[src/rtl/pdm_sample_feeder_pkg.sv]
// Shared constants and types for the PDM sample feeder: register map,
// STATUS/CTRL bit positions and the output FSM state encoding.
package pdm_sample_feeder_pkg;

    localparam int unsigned RegW = 32;
    localparam int unsigned AdrW = 2;

    localparam logic [AdrW-1:0] ADR_DATA   = 2'd0;
    localparam logic [AdrW-1:0] ADR_DIV    = 2'd1;
    localparam logic [AdrW-1:0] ADR_STATUS = 2'd2;
    localparam logic [AdrW-1:0] ADR_CTRL   = 2'd3;

    localparam int unsigned ST_EMPTY    = 8;
    localparam int unsigned ST_FULL     = 9;
    localparam int unsigned ST_UNDERRUN = 10;
    localparam int unsigned ST_OVERFLOW = 11;
    localparam int unsigned ST_LATE     = 12;

    localparam int unsigned CTRL_EN    = 0;
    localparam int unsigned CTRL_FLUSH = 1;

    typedef enum logic {
        OUT_IDLE = 1'b0,
        OUT_SEND = 1'b1
    } out_state_e;

endpackage

[src/rtl/pdm_sample_feeder_if.sv]
// Host Wishbone port plus downstream channel strobe port of the sample feeder.
interface pdm_sample_feeder_if
    import pdm_sample_feeder_pkg::*;
#(
    parameter int unsigned pBits = 8
);
    logic              host_stb;
    logic              host_we;
    logic [AdrW-1:0]   host_adr;
    logic [RegW-1:0]   host_dat_w;
    logic [RegW-1:0]   host_dat_r;
    logic              host_ack;
    logic              ch_stb;
    logic [pBits-1:0]  ch_dat;
    logic              ch_ack;

    // Environment side: drives the host bus, acknowledges the channel.
    modport master (
        output host_stb, host_we, host_adr, host_dat_w, ch_ack,
        input  host_dat_r, host_ack, ch_stb, ch_dat
    );

    // Feeder side.
    modport slave (
        input  host_stb, host_we, host_adr, host_dat_w, ch_ack,
        output host_dat_r, host_ack, ch_stb, ch_dat
    );
endinterface

[src/rtl/pdm_sample_fifo.sv]
// Show-ahead sample FIFO with exact fill count; flush dominates push/pop,
// and a push into a full FIFO is accepted only when a pop frees a slot.
module pdm_sample_fifo #(
    parameter int unsigned pBits  = 8,
    parameter int unsigned pDepth = 16
) (
    input  logic                         clk,
    input  logic                         rst,
    input  logic                         push_i,
    input  logic [pBits-1:0]             wdata_i,
    input  logic                         pop_i,
    input  logic                         flush_i,
    output logic [pBits-1:0]             rdata_o,
    output logic [$clog2(pDepth):0]      count_o,
    output logic                         full_o,
    output logic                         empty_o
);
    localparam int unsigned AW   = $clog2(pDepth);
    localparam int unsigned CntW = AW + 1;

    logic [pBits-1:0] mem_q [pDepth];
    logic [AW-1:0]    wr_ptr_q, wr_ptr_d;
    logic [AW-1:0]    rd_ptr_q, rd_ptr_d;
    logic [CntW-1:0]  count_q, count_d;
    logic             do_push, do_pop;

    assign empty_o = (count_q == '0);
    assign full_o  = (count_q == CntW'(pDepth));
    assign do_pop  = pop_i & ~empty_o;
    assign do_push = push_i & (~full_o | do_pop);

    always_comb begin
        wr_ptr_d = wr_ptr_q;
        rd_ptr_d = rd_ptr_q;
        count_d  = count_q;
        if (flush_i) begin
            wr_ptr_d = '0;
            rd_ptr_d = '0;
            count_d  = '0;
        end else begin
            if (do_push) wr_ptr_d = wr_ptr_q + AW'(1);
            if (do_pop)  rd_ptr_d = rd_ptr_q + AW'(1);
            count_d = count_q + CntW'(do_push) - CntW'(do_pop);
        end
    end

    always_ff @(posedge clk) begin
        if (rst) begin
            wr_ptr_q <= '0;
            rd_ptr_q <= '0;
            count_q  <= '0;
        end else begin
            wr_ptr_q <= wr_ptr_d;
            rd_ptr_q <= rd_ptr_d;
            count_q  <= count_d;
        end
    end

    // Storage needs no reset; occupancy is tracked by the pointers.
    always_ff @(posedge clk) begin
        if (do_push && !flush_i) mem_q[wr_ptr_q] <= wdata_i;
    end

    assign rdata_o = mem_q[rd_ptr_q];
    assign count_o = count_q;

endmodule

[src/rtl/pdm_sample_feeder.sv]
// Paces host-written PCM samples out to a PDM channel, one per programmable
// sample period, with sticky underrun/overflow/late reporting.
module pdm_sample_feeder
    import pdm_sample_feeder_pkg::*;
#(
    parameter int unsigned pBits    = 8,
    parameter int unsigned pDepth   = 16,
    parameter int unsigned pDivBits = 16
) (
    input  logic                 clk,
    input  logic                 rst,
    pdm_sample_feeder_if.slave   bus
);
    localparam int unsigned CntW = $clog2(pDepth) + 1;

    logic                wr_en, wr_data, wr_div, wr_status, wr_ctrl;
    logic [pDivBits-1:0] div_q, div_d, cnt_q, cnt_d;
    logic                en_q, en_d;
    logic                tick;
    logic                underrun_q, underrun_d, overflow_q, overflow_d, late_q, late_d;
    logic                set_under, set_over, set_late;
    out_state_e          state_q, state_d;
    logic                ch_stb_q, ch_stb_d;
    logic [pBits-1:0]    ch_dat_q, ch_dat_d;
    logic                flushed_q, flushed_d;
    logic                fifo_push, fifo_pop, fifo_flush, fifo_full, fifo_empty;
    logic [pBits-1:0]    fifo_rdata;
    logic [CntW-1:0]     fifo_count;
    logic [RegW-1:0]     status, rd_dat;
    logic                unused_wdat;

    assign wr_en     = bus.host_stb & bus.host_we;
    assign wr_data   = wr_en & (bus.host_adr == ADR_DATA);
    assign wr_div    = wr_en & (bus.host_adr == ADR_DIV);
    assign wr_status = wr_en & (bus.host_adr == ADR_STATUS);
    assign wr_ctrl   = wr_en & (bus.host_adr == ADR_CTRL);

    assign fifo_flush = wr_ctrl & bus.host_dat_w[CTRL_FLUSH];
    assign fifo_push  = wr_data;
    assign tick       = en_q & (cnt_q == div_q);
    assign unused_wdat = ^bus.host_dat_w;

    pdm_sample_fifo #(.pBits(pBits), .pDepth(pDepth)) u_fifo (
        .clk     (clk),
        .rst     (rst),
        .push_i  (fifo_push),
        .wdata_i (bus.host_dat_w[pBits-1:0]),
        .pop_i   (fifo_pop),
        .flush_i (fifo_flush),
        .rdata_o (fifo_rdata),
        .count_o (fifo_count),
        .full_o  (fifo_full),
        .empty_o (fifo_empty)
    );

    // Config registers and sample-period divider.
    always_comb begin
        div_d = div_q;
        en_d  = en_q;
        cnt_d = cnt_q + pDivBits'(1);
        if (wr_div)  div_d = bus.host_dat_w[pDivBits-1:0];
        if (wr_ctrl) en_d  = bus.host_dat_w[CTRL_EN];
        if (!en_q || wr_div || tick) cnt_d = '0;
    end

    // Output FSM; a flush that lands on a registered sample cancels its pop.
    always_comb begin
        state_d   = state_q;
        ch_stb_d  = ch_stb_q;
        ch_dat_d  = ch_dat_q;
        flushed_d = flushed_q;
        fifo_pop  = 1'b0;
        set_under = 1'b0;
        set_late  = 1'b0;
        case (state_q)
            OUT_IDLE: begin
                if (tick) begin
                    if (!fifo_empty) begin
                        state_d  = OUT_SEND;
                        ch_stb_d = 1'b1;
                        ch_dat_d = fifo_rdata;
                    end else begin
                        set_under = 1'b1;
                    end
                end
            end
            OUT_SEND: begin
                set_late = tick;
                if (bus.ch_ack) begin
                    fifo_pop = ~flushed_q & ~fifo_flush;
                    state_d  = OUT_IDLE;
                    ch_stb_d = 1'b0;
                end
            end
            default: state_d = OUT_IDLE;
        endcase
        if (state_d == OUT_IDLE)  flushed_d = 1'b0;
        else if (fifo_flush)      flushed_d = 1'b1;
    end

    // Sticky flags: a set in the same cycle as a clear wins.
    assign set_over   = fifo_push & fifo_full & ~fifo_pop & ~fifo_flush;
    assign underrun_d = (underrun_q & ~(wr_status & bus.host_dat_w[ST_UNDERRUN])) | set_under;
    assign overflow_d = (overflow_q & ~(wr_status & bus.host_dat_w[ST_OVERFLOW])) | set_over;
    assign late_d     = (late_q     & ~(wr_status & bus.host_dat_w[ST_LATE]))     | set_late;

    always_ff @(posedge clk) begin
        if (rst) begin
            div_q      <= '0;
            cnt_q      <= '0;
            en_q       <= 1'b0;
            underrun_q <= 1'b0;
            overflow_q <= 1'b0;
            late_q     <= 1'b0;
            state_q    <= OUT_IDLE;
            ch_stb_q   <= 1'b0;
            ch_dat_q   <= '0;
            flushed_q  <= 1'b0;
        end else begin
            div_q      <= div_d;
            cnt_q      <= cnt_d;
            en_q       <= en_d;
            underrun_q <= underrun_d;
            overflow_q <= overflow_d;
            late_q     <= late_d;
            state_q    <= state_d;
            ch_stb_q   <= ch_stb_d;
            ch_dat_q   <= ch_dat_d;
            flushed_q  <= flushed_d;
        end
    end

    always_comb begin
        status              = '0;
        status[7:0]         = 8'(fifo_count);
        status[ST_EMPTY]    = fifo_empty;
        status[ST_FULL]     = fifo_full;
        status[ST_UNDERRUN] = underrun_q;
        status[ST_OVERFLOW] = overflow_q;
        status[ST_LATE]     = late_q;
    end

    always_comb begin
        rd_dat = '0;
        case (bus.host_adr)
            ADR_DIV:    rd_dat = RegW'(div_q);
            ADR_STATUS: rd_dat = status;
            ADR_CTRL:   rd_dat[CTRL_EN] = en_q;
            default:    rd_dat = '0;
        endcase
    end

    assign bus.host_dat_r = rd_dat;
    assign bus.host_ack   = bus.host_stb;
    assign bus.ch_stb     = ch_stb_q;
    assign bus.ch_dat     = ch_dat_q;

endmodule

[src/flat_wrapper.sv]
// flat-port wrapper written by rule: the top's interface ports become plain ports
module pdm_sample_feeder_flat import pdm_sample_feeder_pkg::*;
#(
    parameter int unsigned pBits    = 8,
    parameter int unsigned pDepth   = 16,
    parameter int unsigned pDivBits = 16
)
  (clk, rst, bus_host_stb, bus_host_we, bus_host_adr, bus_host_dat_w, bus_ch_ack, bus_host_dat_r, bus_host_ack, bus_ch_stb, bus_ch_dat);
  pdm_sample_feeder_if #(.pBits(pBits)) bus_i ();
  input  logic clk;
  input  logic rst;
  input wire logic [$bits(bus_i.host_stb)-1:0] bus_host_stb;
  input wire logic [$bits(bus_i.host_we)-1:0] bus_host_we;
  input wire logic [$bits(bus_i.host_adr)-1:0] bus_host_adr;
  input wire logic [$bits(bus_i.host_dat_w)-1:0] bus_host_dat_w;
  input wire logic [$bits(bus_i.ch_ack)-1:0] bus_ch_ack;
  output wire logic [$bits(bus_i.host_dat_r)-1:0] bus_host_dat_r;
  output wire logic [$bits(bus_i.host_ack)-1:0] bus_host_ack;
  output wire logic [$bits(bus_i.ch_stb)-1:0] bus_ch_stb;
  output wire logic [$bits(bus_i.ch_dat)-1:0] bus_ch_dat;
  assign bus_i.host_stb = bus_host_stb;
  assign bus_i.host_we = bus_host_we;
  assign bus_i.host_adr = bus_host_adr;
  assign bus_i.host_dat_w = bus_host_dat_w;
  assign bus_i.ch_ack = bus_ch_ack;
  assign bus_host_dat_r = bus_i.host_dat_r;
  assign bus_host_ack = bus_i.host_ack;
  assign bus_ch_stb = bus_i.ch_stb;
  assign bus_ch_dat = bus_i.ch_dat;
  pdm_sample_feeder #(.pBits(pBits), .pDepth(pDepth), .pDivBits(pDivBits)) u_core (.clk(clk), .rst(rst), .bus(bus_i));
endmodule
[config.mk]
export PLATFORM = sky130hd
export DESIGN_NAME = pdm_sample_feeder_flat
export DESIGN_NICKNAME = d
export VERILOG_FILES = /design/src/rtl/pdm_sample_feeder_pkg.sv /design/src/rtl/pdm_sample_feeder_if.sv /design/src/rtl/pdm_sample_fifo.sv /design/src/rtl/pdm_sample_feeder.sv /design/src/flat_wrapper.sv
export SDC_FILE = /design/constraint.sdc
export NUM_CORES = 1
export LEC_CHECK = 0
export BUFFER_PORTS_ARGS = -buffer_cell sky130_fd_sc_hd__buf_4
export CAP_MARGIN = 20
export CORE_MARGIN = 2
export CORE_UTILIZATION = 45
export DETAILED_ROUTE_END_ITERATION = 12
export GPL_TIMING_DRIVEN = 0
export HOLD_SLACK_MARGIN = 0.03
export PLACE_DENSITY_LB_ADDON = 0.12
export SLEW_MARGIN = 20
export SYNTH_ARGS = -nofsm -noshare
export SYNTH_HDL_FRONTEND = slang
export SYNTH_SLANG_ARGS = --single-unit
[constraint.sdc]
create_clock -name clk -period 2.45 [get_ports clk]
set_input_delay 0.245 -clock clk [delete_from_list [all_inputs] [get_ports clk]]
set_output_delay 0.245 -clock clk [all_outputs]
set_load 0.02 [all_outputs]
-- Yosys cells after proc, flatten, opt, wreduce, memory -nomap -nowiden
Memory sizes are Yosys's and may differ from the RTL's. A register that Yosys moved wholly into a read port is not among the register bits.
Index checks and enable logic that the tools add are counted.
- flip-flop bits (word level): 52
- memory bits (writable): 128
- input port bits: 39
- output and inout port bits: 42
- logic and storage cells: 89
- memories kept: 1
- memory list (memory ; depth ; bits a word ; read ports ; clocked after Yosys merged registers in ; write ports ; RTL line ; text):
    u_core.u_fifo.mem_q ; 16 ; 8 ; 1 ; 1 ; 1 ; pdm_sample_fifo.sv:21 ; logic [pBits-1:0] mem_q [pDepth];
- add/subtract/negate cells: 5
- eq/ne operators: 8
- mux-type cells: 18
- bitwise logic cells: 33
- reduce and logical (&&, ||, !) cells: 12
- operators by type and width (operator ; count):
    15-bit one-hot mux with 2 select lines ; 1
    1-bit AND ; 19
    16-bit by 1-bit adder with 16-bit output (second input constant) ; 1
    16-bit equality test ; 1
    1-bit two-way mux ; 14
    1-bit inverter ; 10
    4-bit by 1-bit adder with 4-bit output (second input constant) ; 2
    3-bit AND reduction ; 2
    2-bit OR reduction ; 3
    5-bit by 1-bit adder with 5-bit output ; 1
    5-bit equality test (second input constant) ; 1
    5-bit zero test ; 1
    5-bit by 1-bit subtractor with 5-bit output ; 1
    2-bit equality test (second input constant) ; 2
    2-bit inequality test (second input constant) ; 2
    1-bit bitwise OR ; 4
    1-bit one-hot mux with 2 select lines ; 2
    1-bit one-hot mux with 3 select lines ; 1
    2-bit by 1-bit equality test with 1-bit output (second input constant) ; 1
    1-bit zero test ; 2
    2-bit zero test ; 1
    1-bit logical OR ; 2
    2-bit by 1-bit inequality test with 1-bit output (second input constant) ; 1
    1-bit logical AND ; 1

-- Depth between registers and ports, before layout
- depth in word-level cells: 13
- depth in mapped cells: 15
- gate-level depth less buffers: 15

-- Modules after synthesis
From an unflattened synthesis, not the netlist that was laid out.
- cells, all modules: 611
- area total of the unflattened synthesis: 8314.2 µm²
- modules (own cells, without submodules) (module ; instances ; cells each ; area an instance (µm²) ; sequential area each (µm²)):
    pdm_sample_fifo ; 1 ; 313 ; 5813.1 ; 4184.0
    pdm_sample_feeder ; 1 ; 298 ; 2501.1 ; 940.9

-- Least setup slack after synthesis
Ideal clock, no wire load.
- path type: input to register
- from: input port bus_host_adr[0]
- to: register u_core.u_fifo.count_q[4], in the netlist u_core.u_fifo.count_o[4]
- setup time: 0.070 ns
- arrival: 2.578 ns
- data required time: 2.380 ns
- slack: -0.197 ns
- stages: 14
- buffers on the path: 0
- cell sequence: ha_1 > a41o_1 > o21ai_0 > nand2_1 > ha_1 > inv_1 > ha_1 > inv_1 > fa_1 > inv_1 > a21oi_1 > nor2_1 > or3_1 > a21oi_1
- cells in the longest elaborated chain, start to end: 12
- elaborated cells on any way between the ends: 15
- classes of those cells: add/sub (2); eq/ne (1); mux (2); bitwise (8); reduce/logical (2)
- ends and longest elaborated chain (item ; RTL line ; text):
    start, declared ; flat_wrapper.sv:14 ; input wire logic [$bits(bus_i.host_adr)-1:0] bus_host_adr;
    2-bit equality test ; pdm_sample_feeder.sv:36 ; assign wr_ctrl = wr_en & (bus.host_adr == ADR_CTRL);
    1-bit AND ; pdm_sample_feeder.sv:36 ;
    1-bit AND ; pdm_sample_feeder.sv:38 ; assign fifo_flush = wr_ctrl & bus.host_dat_w[CTRL_FLUSH];
    1-bit inverter ; pdm_sample_feeder.sv:90 ; fifo_pop = ~flushed_q & ~fifo_flush;
    1-bit AND ; pdm_sample_feeder.sv:90 ;
    1-bit two-way mux ; pdm_sample_feeder.sv:89 ; if (bus.ch_ack) begin
    1-bit two-way mux ; pdm_sample_feeder.sv:75 ; case (state_q)
    1-bit AND ; pdm_sample_fifo.sv:29 ; assign do_pop = pop_i & ~empty_o;
    1-bit bitwise OR ; pdm_sample_fifo.sv:30 ; assign do_push = push_i & (~full_o | do_pop);
    1-bit AND ; pdm_sample_fifo.sv:30 ;
    5-bit by 1-bit adder with 5-bit output ; pdm_sample_fifo.sv:43 ; count_d = count_q + CntW'(do_push) - CntW'(do_pop);
    5-bit by 1-bit subtractor with 5-bit output ; pdm_sample_fifo.sv:43 ;
    end signal, assigned ; pdm_sample_fifo.sv:55 ; count_q <= count_d;
    end, declared ; pdm_sample_fifo.sv:24 ; logic [CntW-1:0] count_q, count_d;
Several ways; a longest one is shown, not always the timed one.
A chain may end at the register's enable or synchronous reset.

-- Worst setup path after layout
- from: register u_core.u_fifo.count_q[2], in the netlist u_core.u_fifo.count_o[2]
- to: memory u_core.u_fifo.mem_q[11][5] (enable)
- cells in the longest elaborated chain, start to end: 8
- elaborated cells on any way between the ends: 10
- classes of those cells: eq/ne (1); mux (2); bitwise (5); reduce/logical (2)
- ends and longest elaborated chain (item ; RTL line ; text):
    5-bit zero test ; pdm_sample_fifo.sv:27 ; assign empty_o = (count_q == '0);
    1-bit inverter (no source line) ; n/a ;
    1-bit AND ; pdm_sample_fifo.sv:29 ;
    1-bit bitwise OR (*) ; pdm_sample_fifo.sv:30 ;
    1-bit AND (*) ; pdm_sample_fifo.sv:30 ;
    1-bit logical AND (*) ; pdm_sample_fifo.sv:61 ; if (do_push && !flush_i) mem_q[wr_ptr_q] <= wdata_i;
    1-bit two-way mux (*) ; pdm_sample_fifo.sv:61 ;
    1-bit two-way mux (not written as such) (*) ; pdm_sample_fifo.sv:61 ;
    end, declared ; pdm_sample_fifo.sv:21 ;
Every way passes the cells marked *; elsewhere a longest branch is shown, timed or not.

==> impl_metrics.py <==
metrics = {
    "outcome": {
        "status": "complete, but fails checks",
        "violations": "negative setup slack",
    },
    "job": {
        "cap_violations": 0,
    },
    "place": {
        "routabilityCongestion": 0.872,
        "dp_hpwl_um": 12900,
        "dp_cells": 892,
        "portBuffers": 48,
    },
    "timing": {
        "slew_headroom_pct": 44.8,
        "setup_viol_count_final": 9,
        "worstMarginPinSlew_ns": 0.824,
        "fin_skew_ns": 0.00783,
        "slew_violations": 0,
        "finalCritPeriodShare_pct": 101,
        "hold_viol_final": 0,
        "layout_setup_ws_ns": -0.0303,
        "max_freq_mhz": 403,
        "rsz0062_at_grt": "yes",
        "fin_crit_ns": 2.48,
    },
    "critical_path": {
        "cp_data_required_time_ns": 2.50,
        "cp_max_fo": 8,
        "crit_chain": "inv_4, ha_4, and4bb_2, o21ai_0, and3_1, nand2_1, nor2_1",
        "cpPeakStageDelay_ns": 0.68,
        "worst-setup-path-type": "flop to flop",
        "end_kind": "flop",
        "cp-start-kind": "flop",
        "reg2reg_depth": 7,
        "critPathArrivalTime_ns": 2.53,
        "cp_slowest_cell": "nor2_1",
    },
    "logic_synthesis": {
        "synth_adder_area_share_pct": 2.82,
        "yosys.area_share.simple_pct": 11.5,
        "ys_ff_latch": 188,
        "ys_seq_area_share_pct": 61.1,
        "ys_top_cells_by_area": "edfxtp_1 47%, dfxtp_1 15%, mux4_2 8.7%",
        "synth_ff_type": "edfxtp_1",
        "synth-edff-count": 128,
        "synth_top_cell_area_share_pct": 46.5,
        "yosysWarnings": 0,
        "synth-xor-area-share_pct": 4.50,
        "synthMuxAreaShare_pct": 8.97,
        "synth.avg_cell_area_um2": 13.8,
        "syn-cell-area_um2": 8260,
        "synth_cell_types": 52,
        "synth_compound_area_share_pct": 6.95,
        "syn_inst": 600,
        "synthArstFlopShare_pct": 0,
        "synth_top_cell_by_area": "edfxtp_1",
        "synth_top_family_by_area": "simple AND/OR/NAND/NOR gates",
    },
    "cells_and_area": {
        "layout.nets": 747,
        "area_delta_synth_final_pct": 17.6,
        "final_common_cell": "edfxtp_1",
        "diodes": 0,
        "final-instance-count-excl-fill": 931,
        "final_cell_mix": "128 x edfxtp_1, 76 x buf_4, 56 x nand2_1, 56 x dfxtp_1, 37 x nor2_1",
        "layout-drive-gt1-share_pct": 28.6,
    },
    "floorplanning": {
        "dieArea_um2": 19500,
        "coreArea_um2": 18000,
        "placementRows": 49,
        "initial_core_util_pct": 46.0,
        "fp.dieW_um": 139,
        "num_io_pins": 81,
        "die_y_um": 139,
    },
    "pwr": {
        "ir_drop_v": 0.000474,
        "powerDensity_nw_per_um2": 653,
        "power.leakage_uw": 0.00325,
        "p_total_uw": 6340,
    },
    "clocking": {
        "numCtsBuffers": 17,
        "clk_pin_slew_ns": 0.07,
        "clockBufferDepth": 2,
        "clock_sinks": 188,
        "clock_latency_ns": 0.42,
        "cts_root_buf": "clkbuf_16",
        "htreeDepth": 4,
        "cts_tree": "done",
        "hold_buffers": 0,
    },
    "drt": {
        "wl_met1_um": 8510,
        "drcViolationCount": 0,
        "routed.top_layer": "met4",
        "wire_per_inst_um": 19.7,
        "drt-total-wl_um": 18400,
        "dr_wl_met2_um": 8830,
        "viasPerCell": 5.35,
        "final_antenna_net_count": 0,
        "firstDrtPassIters": 7,
        "dr_total_vias": 4984,
        "wl_met3_um": 775,
        "drt_iter0_markers": 338,
    },
    "global_route": {
        "grt_pass1_vias": 4964,
        "gr-total-overflow": 0,
        "grt_max_degree": 21,
        "grt_pass1_wl_um": 28500,
        "grt_usage_pct": 19.5,
        "antenna_found_initial": 0,
    },
    "min_path": {
        "min_path_type": "primary input to flop",
        "hold_depth": 3,
    },
}
## per-layer routing
layer / vias up / track usage (%)
met1: 2477 / 27.9
met2: 120 / 30.9
met3: 13 / 3.44
met4: 0 / 5.64
li1: 2374 / -
met5: - / 0
## cell type report
type | instances | area (µm²)
fillers | 1539 | 8250
flip-flops and latches | 188 | 5050
multi-input cells | 366 | 3060
clock buffers | 18 | 429
repair buffers | 57 | 428
plain buffers | 46 | 288
well taps | 229 | 287
clock inverters | 13 | 119
inverters | 14 | 55.1
## sequential cells by signal (all words and copies together) (netlist names)
| signal | count |
|---|---|
| u_core.bus.ch_dat | 8 |
| u_core.bus.ch_stb | 1 |
| u_core.cnt_q | 16 |
| u_core.div_q | 16 |
| u_core.en_q | 1 |
| u_core.flushed_q | 1 |
| u_core.late_q | 1 |
| u_core.overflow_q | 1 |
| u_core.state_q | 1 |
| u_core.u_fifo.count_o | 5 |
| u_core.u_fifo.mem_q | 128 |
| u_core.u_fifo.rd_ptr_q | 4 |
| u_core.u_fifo.wr_ptr_q | 4 |
| u_core.underrun_q | 1 |
## worst paths after layout
kind / from / endpoint / slack (ns)
setup / recovery: u_core.u_fifo.count_o[2]$_SDFF_PP0_ / u_core.u_fifo.mem_q[11][5]$_DFFE_PP_ / -0.03
setup reg to reg: u_core.u_fifo.count_o[2]$_SDFF_PP0_ / u_core.u_fifo.mem_q[11][5]$_DFFE_PP_ / -0.03
hold reg to reg: u_core.underrun_q$_SDFF_PP0_ / u_core.underrun_q$_SDFF_PP0_ / 0.46
hold / removal: bus_host_dat_w[13] / u_core.div_q[13]$_SDFFE_PP0P_ / 0.07
## power breakdown
part	switching [µW]	internal [µW]
logic	223	128
registers	16.2	3400
clock network	1180	1400
total	1410	4930
## cells by family (layout without fill, tap and decap cells)
group | after synthesis | in the layout
XOR/XNOR | 39 | 39
adder cells (fa/ha/maj) | 18 | 18
AND/OR/NAND/NOR | 183 | 183
other | 1 | 16
flip-flops | 188 | 188
AO/OA/AOI/OAI | 76 | 76
buffers and inverters | 61 | 148
multiplexers | 34 | 34
## what timing repair did
item,in CTS,in global routing
endpoints found under the setup margin,133,130
pin swaps,9,2
resized for setup,19,14
setup buffers,9,0
## worst max-delay path, delay by kind of cell (launching register included)
| kind | cells | cell delay, ns |
|---|---|---|
| buffers and inverters | 1 | 0.04 |
| and+or+nand+nor | 4 | 1.41 |
| AOI/OAI and AO/OA | 1 | 0.13 |
| DFF | 1 | 0.36 |
| adders and majority gates | 1 | 0.15 |
## synth_stat cells (all sizes together) (4+ instances only)
cell,instances
xor2,9
edfxtp,128
dfxtp,60
ha,17
nor2b,12
nor3,8
and2,10
nand2,58
nor2,46
nand4,13
a22oi,25
clkbuf,12
mux4,32
xnor2,30
a21oi,31
and3,11
o41ai,8
o21ai,4
nand3,12
inv,14
buf,35
## through the flow
stage | setup TNS [ns] | worst slack [ns] | hold slack [ns] | cell area, µm² | util [%]
after floorplan | 0 | 0.0121 | 0.344 | 8320 | -
after global placement | -27.31 | -0.548 | 0.446 | 8970 | 49.9
after detailed placement | -18.12 | -0.438 | 0.454 | 8990 | 50.0
after CTS | -0.0434 | -0.0434 | 0.0519 | 9670 | 53.8
after global routing | -4.50 | -0.162 | 0.0576 | 9710 | 54.1
final | -0.230 | -0.0303 | 0.0666 | 9710 | 54.1
No activity file was read; power rests on OpenSTA's default activity.
